--- src/rtl/input_conditioner.sv ---
// input_conditioner: per-channel 2-FF synchroniser followed by a counter
// debouncer, producing a registered clean level and one-cycle rise/fall
// strobes, all in the pixel clock domain.
// Optional macro INPUT_CONDITIONER_AUTOREPEAT_EN adds auto-repeat of o_rise
// on channels 0-3 while the level is held high.
module input_conditioner #(
    parameter int unsigned N_INPUTS        = 6,
    parameter int unsigned DEBOUNCE_CYCLES = 251750,
    parameter int unsigned CNT_W           = 18,
    parameter int unsigned REPEAT_DELAY    = 12587500,
    parameter int unsigned REPEAT_PERIOD   = 3146875
) (
    input  logic                clk,
    input  logic                rst_n,
    input  logic [N_INPUTS-1:0] i_raw,
    output logic [N_INPUTS-1:0] o_level,
    output logic [N_INPUTS-1:0] o_rise,
    output logic [N_INPUTS-1:0] o_fall
);

    localparam logic [CNT_W-1:0] CNT_LAST = CNT_W'(DEBOUNCE_CYCLES - 1);

    // Reject parameter sets the counters cannot represent.
    if (DEBOUNCE_CYCLES < 1 || CNT_W < 1 || CNT_W > 62 ||
        (64'd1 << CNT_W) <= 64'(DEBOUNCE_CYCLES) ||
        REPEAT_DELAY < 1 || REPEAT_PERIOD < 1) begin : g_param_check
        $error("input_conditioner: illegal parameter combination");
    end

    logic [N_INPUTS-1:0] sync1;
    logic [N_INPUTS-1:0] sync2;
    logic [CNT_W-1:0]    cnt [N_INPUTS];
    logic [N_INPUTS-1:0] differ;
    logic [N_INPUTS-1:0] commit;
    logic [N_INPUTS-1:0] deb_rise;
    logic [N_INPUTS-1:0] deb_fall;
    logic [N_INPUTS-1:0] rpt_fire;

    // Two-stage synchroniser for the asynchronous pin levels.
    always_ff @(posedge clk) begin
        if (!rst_n) begin
            sync1 <= '0;
            sync2 <= '0;
        end else begin
            sync1 <= i_raw;
            sync2 <= sync1;
        end
    end

    // Decide which channels commit a new level on this edge.
    always_comb begin
        differ   = sync2 ^ o_level;
        commit   = '0;
        for (int unsigned i = 0; i < N_INPUTS; i++) begin
            commit[i] = differ[i] && (cnt[i] == CNT_LAST);
        end
        deb_rise = commit & sync2;
        deb_fall = commit & ~sync2;
    end

    // Debounce counters and the clean level; any agreeing cycle restarts the window.
    always_ff @(posedge clk) begin
        if (!rst_n) begin
            for (int unsigned i = 0; i < N_INPUTS; i++) begin
                cnt[i] <= '0;
            end
            o_level <= '0;
        end else begin
            for (int unsigned i = 0; i < N_INPUTS; i++) begin
                if (!differ[i] || commit[i]) begin
                    cnt[i] <= '0;
                end else begin
                    cnt[i] <= cnt[i] + CNT_W'(1);
                end
            end
            o_level <= o_level ^ commit;
        end
    end

`ifdef INPUT_CONDITIONER_AUTOREPEAT_EN
    localparam int unsigned N_RPT   = (N_INPUTS < 4) ? N_INPUTS : 4;
    localparam int unsigned RPT_MAX = (REPEAT_DELAY > REPEAT_PERIOD) ? REPEAT_DELAY : REPEAT_PERIOD;
    localparam int unsigned RPT_W   = (RPT_MAX > 1) ? $clog2(RPT_MAX) : 1;

    logic [RPT_W-1:0] rpt [N_RPT];
    logic [N_RPT-1:0] rpt_phase;
    logic [N_RPT-1:0] rpt_hit;

    // Repeat strobe: initial delay first (phase 0), then the shorter period.
    // A falling commit suppresses the repeat so rise and fall never coincide.
    always_comb begin
        rpt_fire = '0;
        rpt_hit  = '0;
        for (int unsigned i = 0; i < N_RPT; i++) begin
            rpt_hit[i]  = rpt_phase[i] ? (rpt[i] == RPT_W'(REPEAT_PERIOD - 1))
                                       : (rpt[i] == RPT_W'(REPEAT_DELAY - 1));
            rpt_fire[i] = o_level[i] && !commit[i] && rpt_hit[i];
        end
    end

    // Repeat counters run only while the clean level is held high.
    always_ff @(posedge clk) begin
        if (!rst_n) begin
            for (int unsigned i = 0; i < N_RPT; i++) begin
                rpt[i] <= '0;
            end
            rpt_phase <= '0;
        end else begin
            for (int unsigned i = 0; i < N_RPT; i++) begin
                if (!o_level[i] || commit[i]) begin
                    rpt[i]       <= '0;
                    rpt_phase[i] <= 1'b0;
                end else if (rpt_hit[i]) begin
                    rpt[i]       <= '0;
                    rpt_phase[i] <= 1'b1;
                end else begin
                    rpt[i]       <= rpt[i] + RPT_W'(1);
                end
            end
        end
    end
`else
    // No auto-repeat: o_rise comes only from debounced presses.
    always_comb begin
        rpt_fire = '0;
    end
`endif

    // Registered one-cycle strobes.
    always_ff @(posedge clk) begin
        if (!rst_n) begin
            o_rise <= '0;
            o_fall <= '0;
        end else begin
            o_rise <= deb_rise | rpt_fire;
            o_fall <= deb_fall;
        end
    end

endmodule

--- config.mk ---
export PLATFORM = sky130hd
export DESIGN_NAME = input_conditioner
export DESIGN_NICKNAME = d
export VERILOG_FILES = /design/src/rtl/input_conditioner.sv
export SDC_FILE = /design/constraint.sdc
export NUM_CORES = 1
export LEC_CHECK = 0
export ABC_AREA = 1
export CAP_MARGIN = 20
export CORE_UTILIZATION = 56
export CTS_CLUSTER_DIAMETER = 80
export DETAILED_ROUTE_END_ITERATION = 7
export HOLD_SLACK_MARGIN = 0.03
export PLACE_DENSITY = 0.77
export SLEW_MARGIN = 40
export SYNTH_ARGS = -nofsm -noshare
export SYNTH_HDL_FRONTEND = slang
export SYNTH_SLANG_ARGS = --single-unit
--- constraint.sdc ---
create_clock -name clk -period 1.65 [get_ports clk]
set_input_delay 0.165 -clock clk [delete_from_list [all_inputs] [get_ports clk]]
set_output_delay 0.165 -clock clk [all_outputs]
set_load 0.05 [all_outputs]
* After elaboration in Yosys (flattened, before gate mapping)
Memory sizes are Yosys's and may differ from the RTL's.
Cells that the tools add are included.
** Cells by class
- Reductions and logical operators :: 18
- Add/subtract/negate cells :: 6
- Equal/unequal tests :: 6
- Bitwise operators :: 17
- Multiplexer cells :: 49
** Operator list (number)
- 2-to-1 mux 18 bit :: 12
- adder 18 x 1 -> 18 bit, second input constant :: 6
- equality test 18 bit, second input constant :: 6
- 2-to-1 mux 1 bit :: 37
- bitwise AND 6 bit :: 2
- bitwise OR 1 bit :: 12
- XOR 6 bit :: 2
- logical AND 1 bit :: 6
- logical NOT 1 bit :: 6
- logical OR 1 bit :: 6
- inverter 6 bit :: 1
** Word-level totals
- Input port bits :: 8
- Memories :: 1
- Memory bits (writable) :: 108
- Flip-flop bits (word level) :: 30
- Output and inout bits :: 18
- Logic and storage cells :: 102
** Memory list
- cnt :: depth 6, width 18, rd ports 6, clocked after memory_dff 0, write ports 6, RTL line 32 : logic [CNT_W-1:0] cnt [N_INPUTS];

* Longest topological paths before layout
Gate-level depths: netlist of the first run.
An unclocked memory read counts as a cell.
- Word-level depth :: 9
- Mapped depth :: 10
- Mapped depth without buffers :: 10

* Worst setup path before layout of the first run
OpenSTA, ideal clock, no wires.
- Kind :: register to register
- From :: register (tool-made name)
- To :: memory cnt[5][14] (data pin)
- Period minus slack after synthesis :: 1626 ps
- Path slack :: 24 ps
- Buffers on the path :: 1
- Stages on the path, launching flop included :: 7
- Required time :: 1512 ps
- Setup time :: 138 ps
- Arrival time :: 1488 ps
- Path through :: dfxtp_1 > inv_1 > or2_2 > nand2_1 > nand3_4 > buf_6 > nor2_1
** RTL lines (RTL line)
- end: declaration :: 32

==> reports/metrics.csv, run 1 <==
stage,metric,value,unit
status,status,"finished, violations left",
status,violations,setup timing,
global_route,overflow,0,
power,power.static_leakage,0.00400,µW
timing,worst_pin_slew,0.585,ns
setup_path,worstPathMaxFanout,5,
synthesis,yosysSeqAreaShare,0.495,
placement,pre_cts_ws,-0.135,ns
clock_network,clock_sinks,138,
setup_path,criticalPathCategory,flip-flop to flip-flop,
die,row_count,42,
timing,relSlewSlack,0.609,
finish,layout-drive-gt1-share,0.170,
clock_network,max-clock-path-buffers,2,
synthesis,synth_edf_count,108,
setup_path,required,1.82,ns
synthesis,synth_area_leaders,"edfxtp_1, nand2_1, nor2_1",
setup_path,r2r_cells,9,
timing,period_share,1.01,
global_route,grt_pass1_vias,5975,
die,dieArea,14300,µm²
placement,io_buffer_count,25,
die,die_w,120,µm
drt,vias,6680,
timing,hold_violations,0,
timing,finClkSkew,0.00548,ns
drt,drt_iter0_drc,457,
timing,worst_slack,-0.0186,ns
timing,fmax,599,MHz
clock_network,cts_hold_buf,0,
timing,finalSetupViolCount,3,
hold_path,hold_depth,3,
clock_network,htree_num_levels,4,
synthesis,synth_top_cells_by_count,"nand2_1, nor2_1, edfxtp_1, inv_1, nand3_1",
synthesis,synth_area,7770,µm²
global_route,grt_first_pass_wirelength,25900,µm
setup_path,cp_data_arrival_time,1.84,ns
finish,fill_cells,1003,
clock_network,clkLatencyLatePin,0.42,ns
power,power.total,8330,µW
drt,ant_nets,0,
synthesis,synth_top_cell_by_area,edfxtp_1,
clock_network,cts_root_buf,clkbuf_16,
synthesis,yosys_warnings,0,
synthesis,avgSynthCellArea,8.01,µm²
finish,fin_nets,1191,
setup_path,cp-start-kind,flip-flop,
timing,final-max-slew-violation-count,0,
synthesis,ys_seq_elements,138,
synthesis,synth_ff_type,edfxtp_1,
hold_path,hp-class,primary input to flip-flop,
synthesis,netlist-cell-type-count,29,
power,powerDensity,831,nW/µm²
global_route,grtUsageTotal,0.227,
placement,gp_congestion,0.921,
drt,vias_per_cell,4.91,
die,start_util,0.580,
drt,wl,16300,µm
power,ir_drop,597,µV
synthesis,synth_cells,970,
drt,first_pass_iters,5,
drt,wire_per_inst,12.0,µm
synthesis,synth_async_sr_flop_share,0,
global_route,grt_max_degree,19,
die,core_area,13400,µm²
placement,dp_hpwl,10900,µm
clock_network,numCtsBuffers,17,
timing,rsz0062_at_grt,true,
timing,final.min_clock_period,1.67,ns
finish,diodes,0,
setup_path,timing.critical_path.cells,inv_1 > ha_2 > nand2_2 > nor2_4 > nand2_2 > nor2_4 > nand2_4 > nand3_4 > nor2_1,
die,die_height,120,µm
run,drv_cap,0,
synthesis,synth_top_area_frac,0.418,
synthesis,yosysMostFrequentCell,nand2_1,
timing,hold_slack,0.272,ns
clock_network,cts.clk_slew.worst_paths,0.06,ns
finish,area_growth_syn_to_layout,29.0,%
drt,drc,0,
setup_path,slowest_delay,0.44,ns
die,ios,26,
clock_network,cts_tree,yes,
global_route,antenna_found_initial,0,
setup_path,slowest_stage,edfxtp_1,
setup_path,cp-end-kind,flip-flop,
[report_power, final]
part | internal, µW | switching, µW
Sequential | 3880 | 126
Combinational | 191 | 301
Clock | 2400 | 1440
Total | 6470 | 1860
[metal layers]
metal / part of all wire / routed length (µm) / vias to the layer above / GRT usage
li1: - / - / 3422 / -
met1: 0.46 / 7500 / 3053 / 0.298
met2: 0.47 / 7740 / 173 / 0.372
met3: 0.047 / 760 / 32 / 0.0447
met4: 0.019 / 310 / 0 / 0.0875
met5: 0 / 0 / - / 0
[kinds of logic (layout without fill, tap and decap cells)]
family / count (synthesis) / after routing / synth area share
simple gates: 591 / 597 / 0.326
flops: 138 / 138 / 0.495
buf+inv: 115 / 216 / 0.0619
compound gates: 63 / 63 / 0.0411
xor+xnor: 50 / 50 / 0.0564
fa+ha+maj: 12 / 12 / 0.0193
other cells: 1 / 108 / 0.000483
[sequential cells by signal, summed over array words and instances (netlist names), named ones only]
name / count
cnt: 108
o_fall: 6
o_rise: 6
sync1: 6
sync2: 6
[critical path: cells and delay by family (launching register included)]
| kind | cells | cell delay (ns) |
|---|---|---|
| DFF | 1 | 0.44 |
| adders and majority gates | 1 | 0.17 |
| and+or+nand+nor | 7 | 0.73 |
| buffers and inverters | 1 | 0.09 |
[what timing repair did]
action                                 in CTS  in global routing
setup endpoints to repair                  35                107
gates resized for setup                    17                 92
pin swaps                                   2                 21
endpoints found under the hold margin       0                  0
setup buffers                               0                 10
gates cloned                                0                  7
[through the flow]
step	area [µm²]	util	setup TNS [ns]	cells
after global placement	8900	0.664	-1.72	1311
after floorplan	8170	-	0	1077
after detailed placement	8900	0.664	-3.65	1311
after CTS	9510	0.710	-0.0319	1343
final	10000	0.748	-0.0282	1360
after global routing	10000	0.748	-3.71	1360
[worst paths after layout]
| check | slack [ns] | start | endpoint |
|---|---|---|---|
| setup reg to reg | -0.02 | cnt[5][1] | cnt[5][14] |
| hold reg to reg | 0.42 | sync1[4] | sync2[4] |
| setup / recovery | -0.02 | cnt[5][1] | cnt[5][14] |
| hold / removal | 0.27 | i_raw[4] | sync1[4] |
[placed cells by master (no fill, tap or decap), drive strengths merged, types with 17 or more instances in the layout]
| cell type | n |
|---|---|
| inv | 108 |
| o21ai | 19 |
| dfxtp | 30 |
| a21oi | 44 |
| xor2 | 25 |
| buf | 59 |
| nor2 | 231 |
| conb | 108 |
| xnor2 | 25 |
| nand2 | 257 |
| nand4 | 17 |
| edfxtp | 108 |
| clkbuf | 26 |
| nand3 | 63 |
[final cells by class]
| type | count | area [µm²] | area share |
|---|---|---|---|
| Multi-Input combinational cell | 830 | 4270 | 0.426 |
| Sequential cell | 138 | 3840 | 0.384 |
| Timing Repair Buffer | 79 | 681 | 0.0679 |
| Clock buffer | 25 | 571 | 0.0569 |
| Inverter | 105 | 394 | 0.0393 |
| Tap cell | 176 | 220 | 0.0220 |
| Clock inverter | 7 | 43.8 | 0.00437 |
(Power assumes the default switching activity.)
==> run 2, diff against run 1 <==
--- a/config.mk
+++ b/config.mk
@@ -7,11 +7,10 @@
 export LEC_CHECK = 0
 export ABC_AREA = 1
 export CAP_MARGIN = 20
-export CORE_UTILIZATION = 56
+export CORE_UTILIZATION = 45
 export CTS_CLUSTER_DIAMETER = 80
 export DETAILED_ROUTE_END_ITERATION = 7
 export HOLD_SLACK_MARGIN = 0.03
-export PLACE_DENSITY = 0.77
 export SLEW_MARGIN = 40
 export SYNTH_ARGS = -nofsm -noshare
 export SYNTH_HDL_FRONTEND = slang
==> run 2 against run 1 <==
  * The flow now finishes without violations
  * Count of clock-buffer cells in the layout down 1
  * Critical path depth grew 1
  * Critical path type unchanged
  * Maximum frequency rose by 2.9%
  * Non-clock buffer count increased by 13
  * Total power down 0.23%
  * Final cell count is 4.0% higher
  * Wire length grew 0.89%
  * First-iteration DRC count shrank 33%
==> reports/metrics.csv, run 2 (synthesized netlist as in run 1, its figures left out) <==
stage,metric,value,unit
setup_path,worstPathMaxFanout,5,
drt,vias,6439,
setup_path,cp_data_arrival_time,1.79,ns
finish,fin_nets,1201,
clock_network,cts_root_buf,clkbuf_16,
die,die_height,133,µm
timing,hold_violations,0,
timing,finClkSkew,0.00967,ns
global_route,grtUsageTotal,0.191,
global_route,grt_first_pass_wirelength,26900,µm
power,seq_power_share,0.481,
finish,final_common_cell,nand2_1,
setup_path,cp.buffers_inverters,2,
drt,wl,16500,µm
clock_network,clkLatencyLatePin,0.42,ns
global_route,antenna_found_initial,0,
clock_network,max-clock-path-buffers,2,
setup_path,critical_path.top_delay_family,simple AND/OR/NAND/NOR gates,
finish,area_growth_syn_to_layout,28.9,%
global_route,grt_pass1_vias,6072,
setup_path,cp-start-kind,flip-flop,
placement,io_buffer_count,25,
finish,design_area,10000,µm²
clock_network,cts.clk_slew.worst_paths,0.05,ns
timing,fmax,617,MHz
die,ios,26,
run,drv_cap,0,
placement,gp_congestion,0.878,
setup_path,cp-end-kind,flip-flop,
finish,largest_reg_flops,108,
finish,layout_common_cells,"nand2_1, nor2_1, edfxtp_1, conb_1, inv_1",
hold_path,hp-class,primary input to flip-flop,
finish,diodes,0,
setup_path,required,1.82,ns
finish,layout-drive-gt1-share,0.163,
die,start_util,0.465,
drt,ant_nets,0,
power,power.share.clock,0.461,
die,core_area,16700,µm²
setup_path,slowest_delay,0.38,ns
global_route,grt_max_degree,19,
power,powerDensity,831,nW/µm²
power,power_switching,1800,µW
timing,period_share,0.983,
timing,finalSetupViolCount,0,
die,dieArea,17800,µm²
global_route,overflow,0,
power,comb_power_share,0.058,
power,power.total,8310,µW
finish,postLayoutCoreUtil,0.599,
setup_path,slowest_stage,edfxtp_1,
power,ir_drop,749,µV
timing,rsz0062_at_grt,true,
power,power.static_leakage,0.00404,µW
timing,tns,0,ns
drt,vias_per_cell,4.55,
setup_path,criticalPathCategory,flip-flop to flip-flop,
clock_network,cts_tree,yes,
drt,drc,0,
setup_path,timing.critical_path.cells,inv_1 > ha_2 > nand2_2 > nor2_4 > nand2_1 > nor2_2 > nand2_2 > nand3_4 > clkbuf_16 > nor2_2,
drt,drt_iter0_drc,308,
placement,place_area,9080,µm²
drt,wire_per_inst,11.6,µm
timing,final-max-slew-violation-count,0,
finish,top_register,cnt,
power,sw_frac_of_total,0.216,
power,p_int,6520,µW
die,die_w,133,µm
clock_network,htree_num_levels,4,
drt,first_pass_iters,4,
die,row_count,47,
status,status,"finished, final reports clean",
clock_network,numCtsBuffers,17,
placement,dp_hpwl,11900,µm
clock_network,clock_sinks,138,
timing,final.min_clock_period,1.62,ns
## run 2: repair_timing
action                                  4_1_cts  5_1_grt
endpoints found under the setup margin       45       77
buffers inserted                              1        3
hold buffers                                  0        0
pin swaps                                     0       11
resized for setup                            14       66
gates cloned                                  1        5
## run 2: worst paths after layout
kind                            slack, ns  cells after the start   endpoint       from
worst max-delay path                 0.03                     10  cnt[4][7]  cnt[4][1]
worst min-delay path                 0.27                      3   sync1[3]   i_raw[3]
worst min register to register       0.41                      2   sync2[4]   sync1[4]
worst max register to register       0.03                     10  cnt[4][7]  cnt[4][1]
## run 2: layout make-up
| type | count | area, µm² |
|---|---|---|
| Timing Repair Buffer | 92 | 798 |
| Multi-Input combinational cell | 827 | 4110 |
| Inverter | 105 | 394 |
| Clock buffer | 24 | 472 |
| Sequential cell | 138 | 3840 |
| Fill cell | 1556 | 6690 |
| Tap cell | 220 | 275 |
| Clock inverter | 8 | 118 |
## run 2: per-stage QoR
| step | hold slack, ns | setup WS, ns | std cells |
|---|---|---|---|
| global placement | 0.397 | 0.0102 | 1372 |
| floorplan | 0.263 | 0.0242 | 1077 |
| CTS | 0.255 | 0.000857 | 1406 |
| finish | 0.272 | 0.0281 | 1414 |
| detailed placement | 0.397 | -0.0325 | 1372 |
| global route | 0.277 | -0.0889 | 1414 |
## run 2: per-layer routing
layer | global-route usage | vias up | share of wire
li1 | - | 3451 | -
met1 | 0.227 | 2888 | 0.46
met2 | 0.334 | 76 | 0.49
met3 | 0.0335 | 24 | 0.022
met4 | 0.0884 | 0 | 0.022
met5 | 0 | - | 0
## run 2: worst min-delay path, delay by kind of cell
family	cells	cell delay [ns]
AND/OR/NAND/NOR	1	0.06
buffers and inverters	2	0.42
## run 2: power by group through the flow
stage	logic, µW	registers, µW	clock network, µW
final	481	4000	3830
after CTS	436	3990	3930
after global placement	428	4060	0
after detailed placement	427	4070	0
after global routing	546	4020	4070
after floorplan	278	4050	0
